File: src/rtl/uart_tx_buffer_if.sv
// uart_tx_buffer_if -- bundle of the write-path and transmitter-handshake
// signals of uart_tx_buffer.
//   slave  : the buffer itself (takes writes, drives the transmitter request)
//   master : the surrounding logic (CPU write path + UART transmitter)
// Signals: wr_en/wr_data (write strobe, byte), full/empty/count (fill state),
// busy, tx_start/d_tx (request + byte to transmitter), tx_done (from
// transmitter), overflow/ovf_clr (sticky drop flag and its clear).
interface uart_tx_buffer_if #(
  parameter int DEPTH = 16
);
  localparam int AW = $clog2(DEPTH);

  logic          wr_en;
  logic [7:0]    wr_data;
  logic          full;
  logic          empty;
  logic [AW:0]   count;
  logic          busy;
  logic          tx_start;
  logic [7:0]    d_tx;
  logic          tx_done;
  logic          overflow;
  logic          ovf_clr;

  modport slave (
    input  wr_en, wr_data, tx_done, ovf_clr,
    output full, empty, count, busy, tx_start, d_tx, overflow
  );

  modport master (
    output wr_en, wr_data, tx_done, ovf_clr,
    input  full, empty, count, busy, tx_start, d_tx, overflow
  );
endinterface

File: src/rtl/uart_tx_buffer.sv
// uart_tx_buffer -- DEPTH-entry byte FIFO plus sequencer feeding a UART
// transmitter over a tx_start/d_tx/tx_done handshake.
// Ports:
//   clk      : system clock, rising edge
//   reset_n  : asynchronous active-low reset
//   bus      : uart_tx_buffer_if.slave (write path, fill state, transmitter
//              handshake, overflow flag)
// Build option: define UART_TX_BUF_OVF_EN to build the sticky overflow flag;
// otherwise overflow is tied low and ovf_clr is ignored.
module uart_tx_buffer #(
  parameter  int DEPTH = 16,
  localparam int AW    = $clog2(DEPTH)
) (
  input  logic              clk,
  input  logic              reset_n,
  uart_tx_buffer_if.slave   bus
);

  localparam logic [AW:0] FULL_CNT = (AW + 1)'(DEPTH);

  typedef enum logic [1:0] {
    IDLE,
    SEND,
    RELEASE
  } state_t;

  state_t        state, state_nx;
  logic [7:0]    mem [DEPTH];
  logic [AW-1:0] wp, rp;
  logic [AW:0]   cnt;
  logic [7:0]    d_tx_q;
  logic          full_c, empty_c;
  logic          wr_ok, pop, tx_start_c;

  assign full_c  = (cnt == FULL_CNT);
  assign empty_c = (cnt == '0);
  assign wr_ok   = bus.wr_en && !full_c;

  // Sequencer: IDLE pops a byte and requests; SEND holds the request until
  // the transmitter reaches its stop state; RELEASE waits for it to leave.
  always_comb begin
    state_nx   = state;
    pop        = 1'b0;
    tx_start_c = 1'b0;
    unique case (state)
      IDLE: begin
        if (!empty_c) begin
          pop      = 1'b1;
          state_nx = SEND;
        end
      end
      SEND: begin
        tx_start_c = 1'b1;
        if (bus.tx_done) state_nx = RELEASE;
      end
      RELEASE: begin
        if (!bus.tx_done) state_nx = IDLE;
      end
      default: state_nx = IDLE;
    endcase
  end

  always_ff @(posedge clk or negedge reset_n) begin
    if (!reset_n) state <= IDLE;
    else          state <= state_nx;
  end

  // Storage array carries no reset; only pointers and count define contents.
  always_ff @(posedge clk) begin
    if (wr_ok) mem[wp] <= bus.wr_data;
  end

  always_ff @(posedge clk or negedge reset_n) begin
    if (!reset_n) begin
      wp     <= '0;
      rp     <= '0;
      cnt    <= '0;
      d_tx_q <= '0;
    end else begin
      if (wr_ok) wp <= wp + 1'b1;
      if (pop) begin
        d_tx_q <= mem[rp];
        rp     <= rp + 1'b1;
      end
      unique case ({wr_ok, pop})
        2'b10:   cnt <= cnt + 1'b1;
        2'b01:   cnt <= cnt - 1'b1;
        default: cnt <= cnt;
      endcase
    end
  end

`ifdef UART_TX_BUF_OVF_EN
  logic ovf_q;

  // Set has priority over clear when both happen in the same cycle.
  always_ff @(posedge clk or negedge reset_n) begin
    if (!reset_n)                  ovf_q <= 1'b0;
    else if (bus.wr_en && full_c)  ovf_q <= 1'b1;
    else if (bus.ovf_clr)          ovf_q <= 1'b0;
  end

  assign bus.overflow = ovf_q;
`else
  assign bus.overflow = 1'b0;
`endif

  assign bus.full     = full_c;
  assign bus.empty    = empty_c;
  assign bus.count    = cnt;
  assign bus.busy     = (state != IDLE);
  assign bus.tx_start = tx_start_c;
  assign bus.d_tx     = d_tx_q;

endmodule
File: src/flat_wrapper.sv
// flat-port wrapper written by rule: the top's interface ports become plain ports
module uart_tx_buffer_flat 
#(
  parameter  int DEPTH = 16,
  localparam int AW    = $clog2(DEPTH)
)
  (clk, reset_n, bus_wr_en, bus_wr_data, bus_tx_done, bus_ovf_clr, bus_full, bus_empty, bus_count, bus_busy, bus_tx_start, bus_d_tx, bus_overflow);
  uart_tx_buffer_if #(.DEPTH(DEPTH)) bus_i ();
  input  logic clk;
  input  logic reset_n;
  input wire logic [$bits(bus_i.wr_en)-1:0] bus_wr_en;
  input wire logic [$bits(bus_i.wr_data)-1:0] bus_wr_data;
  input wire logic [$bits(bus_i.tx_done)-1:0] bus_tx_done;
  input wire logic [$bits(bus_i.ovf_clr)-1:0] bus_ovf_clr;
  output wire logic [$bits(bus_i.full)-1:0] bus_full;
  output wire logic [$bits(bus_i.empty)-1:0] bus_empty;
  output wire logic [$bits(bus_i.count)-1:0] bus_count;
  output wire logic [$bits(bus_i.busy)-1:0] bus_busy;
  output wire logic [$bits(bus_i.tx_start)-1:0] bus_tx_start;
  output wire logic [$bits(bus_i.d_tx)-1:0] bus_d_tx;
  output wire logic [$bits(bus_i.overflow)-1:0] bus_overflow;
  assign bus_i.wr_en = bus_wr_en;
  assign bus_i.wr_data = bus_wr_data;
  assign bus_i.tx_done = bus_tx_done;
  assign bus_i.ovf_clr = bus_ovf_clr;
  assign bus_full = bus_i.full;
  assign bus_empty = bus_i.empty;
  assign bus_count = bus_i.count;
  assign bus_busy = bus_i.busy;
  assign bus_tx_start = bus_i.tx_start;
  assign bus_d_tx = bus_i.d_tx;
  assign bus_overflow = bus_i.overflow;
  uart_tx_buffer #(.DEPTH(DEPTH)) u_core (.clk(clk), .reset_n(reset_n), .bus(bus_i));
endmodule
File: config.mk
export PLATFORM = sky130hd
export DESIGN_NAME = uart_tx_buffer_flat
export DESIGN_NICKNAME = d
export VERILOG_FILES = /design/src/rtl/uart_tx_buffer_if.sv /design/src/rtl/uart_tx_buffer.sv /design/src/flat_wrapper.sv
export SDC_FILE = /design/constraint.sdc
export NUM_CORES = 1
export LEC_CHECK = 0
export CORE_MARGIN = 2
export CORE_UTILIZATION = 45
export DETAILED_ROUTE_END_ITERATION = 7
export PLACE_DENSITY = 0.7
export SLEW_MARGIN = 20
export SYNTH_ARGS = -nofsm -noshare
export SYNTH_HDL_FRONTEND = slang
export SYNTH_SLANG_ARGS = --single-unit
File: constraint.sdc
create_clock -name clk -period 4.6 [get_ports clk]
set_input_delay 0.69 -clock clk [delete_from_list [all_inputs] [get_ports clk]]
set_output_delay 0.69 -clock clk [all_outputs]
set_load 0.02 [all_outputs]
==> results of run 1 <==
==> area by class of cell <==
| type | instances | area (um^2) | area share [%] |
|---|---|---|---|
| Timing Repair Buffer | 35 | 328 | 4.57 |
| Multi-Input combinational cell | 143 | 1550 | 21.6 |
| Sequential cell | 151 | 4420 | 61.6 |
| Clock buffer | 21 | 450 | 6.28 |
| Tap cell | 176 | 220 | 3.07 |
| Inverter | 7 | 26.3 | 0.366 |
| Clock inverter | 11 | 179 | 2.49 |
==> critical path, delay by kind of cell, from the launching register on <==
| family | cells | cell delay (ns) |
|---|---|---|
| DFF | 1 | 0.48 |
| and+or+nand+nor | 2 | 0.73 |
| buffers and inverters | 1 | 0.62 |
==> sequential cells by signal (all words and copies together) (netlist names) <==
| name | cells |
|---|---|
| u_core.bus.count | 5 |
| u_core.bus.d_tx | 8 |
| u_core.mem | 128 |
| u_core.rp | 4 |
| u_core.state | 2 |
| u_core.wp | 4 |
==> cells by family (layout without fill, tap and decap cells) <==
family / after synthesis / after routing / share of synthesized area, %
DFF: 151 / 151 / 72.3
buffers and inverters: 26 / 74 / 2.33
xor gates and xnor gates: 13 / 13 / 1.86
AOI/OAI and AO/OA: 38 / 38 / 4.01
other: 1 / 1 / 0.0614
adders and majority gates: 8 / 8 / 1.64
muxes: 42 / 42 / 14.4
and+or+nand+nor: 41 / 41 / 3.42
==> cell usage in the layout, fill, tap and decap left out, types with 2 or more instances in the layout <==
cell               n
o22ai_1           17
nand2_1            7
mux4_1            12
nor2_1            16
a21oi_1           11
clkdlybuf4s50_1   27
buf_4              7
edfxtp_1         128
dfrtp_1           22
and3b_1            2
xor2_1             6
nand4_1            2
inv_1              5
clkbuf_1           3
o21ai_1            3
clkbuf_16         17
ha_1               8
mux4_2            20
mux2_2             9
nand2b_1           5
inv_2              2
nor3_1             5
xnor2_1            7
bufinv_16          5
clkinv_2           5
==> metal layers <==
metal,vias up,wire [um],share of wire [%],GRT usage [%]
met1,1541,4490,41,21.2
met3,7,624,5.7,4.10
met4,0,145,1.3,8.14
li1,1357,-,-,-
met5,-,0,0,0
met2,81,5730,52,26.7
==> worst paths after layout <==
check / start / endpoint / slack (ns) / cells past startpoint
worst max-delay path: u_core.bus.count[2] / bus_empty / 1.67 / 3
worst min-delay path: reset_n / u_core.bus.count[3] / 0.26 / 1
worst min register to register: u_core.state[1] / u_core.state[1] / 0.57 / 2
min in group clk: u_core.state[1] / u_core.state[1] / 0.57 / 2
max in group asynchronous: reset_n / u_core.rp[0] / 3.94 / 1
worst max register to register: u_core.bus.count[2] / u_core.bus.count[2] / 1.99 / 10
==> where the power goes <==
group          switching (uW)  internal, uW  total [uW]
clock                     499           970        1470
combinational             686           686        1370
sequential                226          1710        1940
total                    1410          3370        4780
==> per-stage QoR <==
step,cells,utilization (%)
final,544,54.2
after global routing,544,54.2
after CTS,544,54.2
after detailed placement,512,49.5
after global placement,512,49.5
after floorplan,320,-
==> impl_metrics.env, run 1 <==
export IMPL_dp_slack_ns=1.63
export IMPL_cts_sink_count=151
export IMPL_postRouteAntennaNets=0
export IMPL_dp_hpwl_mm=6.76
export IMPL_power_uw=4780
export IMPL_worst_ep_required_time_ns=3.91
export IMPL_yosysUniqueCellTypes=37
export IMPL_p_leak_uw=0.00245
export IMPL_outcome="finished clean"
export IMPL_synth_ff_type="edfxtp_1"
export IMPL_die_x_um=121
export IMPL_powerDensity_nw_per_um2=666
export IMPL_core_um2=13200
export IMPL_numCtsBuffers=17
export IMPL_drc=0
export IMPL_first_pass_iters=4
export IMPL_postSynthAreaPerCell_um2=19.1
export IMPL_yosysMostFrequentCell="edfxtp_1"
export IMPL_worstPathCellList="or4_4 > nor2_1 > clkdlybuf4s50_1"
export IMPL_end_kind="output pin"
export IMPL_hold_viol=0
export IMPL_syn_to_final_growth_pct=17.4
export IMPL_maxSlewHeadroom_pct=40.4
export IMPL_hold_path_class="in2async"
export IMPL_synthCells=320
export IMPL_routed_wl_mm=11.0
export IMPL_maxSlewViolCount=0
export IMPL_h_tree_depth=4
export IMPL_yosysTopAreaCell="edfxtp_1"
export IMPL_setup_ws_ns=1.67
export IMPL_ys_ff_latch=151
export IMPL_routed_via_density=5.49
export IMPL_place_area_um2=6550
export IMPL_timing_final_crit_share_pct=63.8
export IMPL_vias=2986
export IMPL_synth_edf_count=128
export IMPL_ys_top_cells_by_count="edfxtp_1 (128), dfrtp_1 (23), mux4_2 (20)"
export IMPL_ys_warn_count=0
export IMPL_clk_pin_slew_worst_paths_ns=0.06
export IMPL_drv_cap=0
export IMPL_cts_buffer_depth=2
export IMPL_min_period_ns=2.93
export IMPL_netlist_area_um2=6110
export IMPL_stdcell_area_um2=7180
export IMPL_die_height_um=121
export IMPL_root_buffer="clkbuf_16"
export IMPL_async_flop_share_pct=15.2
export IMPL_drt_initial_drc_count=269
export IMPL_diodes=0
export IMPL_irDropWorstVdd_uv=323
export IMPL_start_kind="flip-flop"
export IMPL_port_buffers=28
export IMPL_setup_tns_final_ns=0
export IMPL_die_area_um2=14500
export IMPL_fin_hold_ws_ns=0.258
export IMPL_synth_seq_area_share_pct=72.3
export IMPL_antenna_found_initial=0
export IMPL_drive_gt1_share_pct=20.1
export IMPL_rows=42
export IMPL_num_fill_cells=1024
export IMPL_first_global_vias=3160
export IMPL_synth_top_area_share_pct=62.9
export IMPL_tightest_slew_ns=0.891
export IMPL_fin_nets=376
export IMPL_grt_max_degree=34
export IMPL_avgRoutedWirePerCell_um=20.2
export IMPL_max_stage_delay_ns=0.62
export IMPL_post_cts_resized=0
export IMPL_globalplace_congestion=0.796
export IMPL_finalSetupViolCount=0
export IMPL_grt_total_usage_pct=16.6
export IMPL_finClkSkew_ns=0.00822
export IMPL_synth_area_leaders="edfxtp_1 (63%), dfrtp_1 (9.4%), mux4_2 (7.4%)"
export IMPL_post_cts_buffers=0
export IMPL_cp_max_fo=9
export IMPL_worstSetupPathType="reg2out"
export IMPL_rsz0062_at_grt="false"
export IMPL_grt_pass1_wl_mm=17.3
export IMPL_insertion_delay_ns=0.41
export IMPL_grt_overflow_total=0
export IMPL_max_freq_ghz=0.341
export IMPL_cts_tree="done"
export IMPL_cp_slowest_cell="clkdlybuf4s50_1"
export IMPL_start_util_pct=46.2
export IMPL_syn_nets=341
export IMPL_design_portCount=31
export IMPL_cp_arrival_ns=2.24
export IMPL_postCtsHoldBufs=0
No activity file was read; power rests on OpenSTA's default activity.
==> run 2: changes to the inputs <==
==> constraint.sdc (replaced) <==
create_clock -name clk -period 2.9 [get_ports clk]
set_input_delay 0.435 -clock clk [delete_from_list [all_inputs] [get_ports clk]]
set_output_delay 0.435 -clock clk [all_outputs]
set_load 0.02 [all_outputs]
==> impl_metrics.env, run 2 (synthesized netlist as in run 1, its figures left out) <==
export IMPL_insertion_delay_ns=0.42
export IMPL_finalSetupViolCount=0
export IMPL_die_area_um2=14500
export IMPL_dp_hpwl_mm=7.08
export IMPL_first_global_vias=3221
export IMPL_num_fill_cells=1033
export IMPL_end_kind="output pin"
export IMPL_setup_tns_final_ns=0
export IMPL_final_common_cell="edfxtp_1"
export IMPL_dp_cells=527
export IMPL_drc=0
export IMPL_cts_sink_count=151
export IMPL_postCtsHoldBufs=0
export IMPL_reg2reg_to="u_core.bus.count[4]"
export IMPL_maxSlewHeadroom_pct=57.5
export IMPL_diodes=0
export IMPL_rsz0062_at_grt="false"
export IMPL_cts_tree="done"
export IMPL_reg2reg_from="u_core.bus.count[2]"
export IMPL_hold_viol=0
export IMPL_finClkSkew_ns=0.0114
export IMPL_grt_overflow_total=0
export IMPL_max_flop_register="u_core.mem"
export IMPL_avgRoutedWirePerCell_um=20.4
export IMPL_layout_common_cells="edfxtp_1 (128), clkdlybuf4s50_1 (28), buf_4 (22), dfrtp_1 (22), mux4_2 (20)"
export IMPL_cp_arrival_ns=2.25
export IMPL_worst_ep_required_time_ns=2.47
export IMPL_maxSlewViolCount=0
export IMPL_core_um2=13200
export IMPL_p_leak_uw=0.00250
export IMPL_irDropWorstVdd_uv=427
export IMPL_grt_pass1_wl_mm=17.8
export IMPL_numCtsBuffers=17
export IMPL_drv_cap=0
export IMPL_powerDensity_nw_per_um2=1030
export IMPL_rr_worst_depth=10
export IMPL_clk_pin_slew_worst_paths_ns=0.06
export IMPL_outcome="finished clean"
export IMPL_root_buffer="clkbuf_16"
export IMPL_start_kind="flip-flop"
export IMPL_worstSetupPathType="reg2out"
export IMPL_cp_max_fo=9
export IMPL_grt_max_degree=34
export IMPL_largest_reg_flops=128
export IMPL_antenna_found_initial=0
export IMPL_hold_path_class="in2async"
export IMPL_start_util_pct=46.2
export IMPL_timing_final_crit_share_pct=92.5
export IMPL_endpoint="bus_empty"
export IMPL_dp_slack_ns=0.441
export IMPL_post_cts_resized=0
export IMPL_multi_input_area_um2=1550
export IMPL_die_x_um=121
export IMPL_h_tree_depth=4
export IMPL_fin_cells=559
export IMPL_drive_gt1_share_pct=22.5
export IMPL_port_buffers=28
export IMPL_fin_nets=391
export IMPL_die_height_um=121
export IMPL_setup_ws_ns=0.218
export IMPL_first_pass_iters=4
export IMPL_tightest_slew_ns=0.636
export IMPL_vias=3034
export IMPL_postRouteAntennaNets=0
export IMPL_startpoint="u_core.bus.count[2]"
export IMPL_max_freq_ghz=0.373
export IMPL_globalplace_congestion=0.749
export IMPL_drt_initial_drc_count=223
export IMPL_post_cts_buffers=0
export IMPL_rows=42
export IMPL_routed_via_density=5.43
export IMPL_regArea_um2=4420
export IMPL_rrSetupSlack_ns=0.46
export IMPL_design_portCount=31
export IMPL_min_period_ns=2.68
export IMPL_grt_total_usage_pct=17.4
export IMPL_syn_to_final_growth_pct=18.4
export IMPL_routed_wl_mm=11.4
export IMPL_cts_buffer_depth=2
[run 2: layout make-up]
class                           count  share of cell area, %
Tap cell                          176                   3.04
Timing Repair Buffer               50                   6.16
Clock inverter                     14                   1.92
Multi-Input combinational cell    143                   21.5
Inverter                            7                  0.363
Sequential cell                   151                   61.1
Clock buffer                       18                   5.93
[run 2: how the worst min path moves through the flow]
stage,from,to,cells after the start
after floorplan,reset_n,u_core.bus.count[0],0
after global placement,u_core.state[1],u_core.state[1],2
after detailed placement,u_core.state[1],u_core.state[1],2
after CTS,reset_n,u_core.bus.count[2],2
after global routing,reset_n,u_core.bus.count[3],2
final,reset_n,u_core.bus.count[4],2
[run 2: power breakdown]
part | switching (uW) | internal, uW
Sequential | 339 | 2710
Combinational | 1130 | 1130
Clock | 800 | 1320
Total | 2270 | 5170
[run 2: through the flow]
| step | hold WS, ns | power (uW) | instance area, um^2 | util [%] |
|---|---|---|---|---|
| floorplan | 0.139 | 4670 | 6110 | - |
| global placement | 0.553 | 5290 | 6670 | 50.3 |
| detailed placement | 0.582 | 5370 | 6670 | 50.3 |
| CTS | 0.376 | 7510 | 7230 | 54.6 |
| global route | 0.400 | 7800 | 7230 | 54.6 |
| finish | 0.381 | 7440 | 7230 | 54.6 |
[run 2: critical path, cell delays in order (launching register included)]
cell,delay [ns]
dfrtp_1,0.48
or4_4,0.59
nor2_1,0.14
clkdlybuf4s50_1,0.62
[run 2: metal layers]
layer	track usage, %	wire [um]
met1	21.0	4630
met2	28.4	5970
met3	4.01	642
met4	10.5	182
met5	0	0
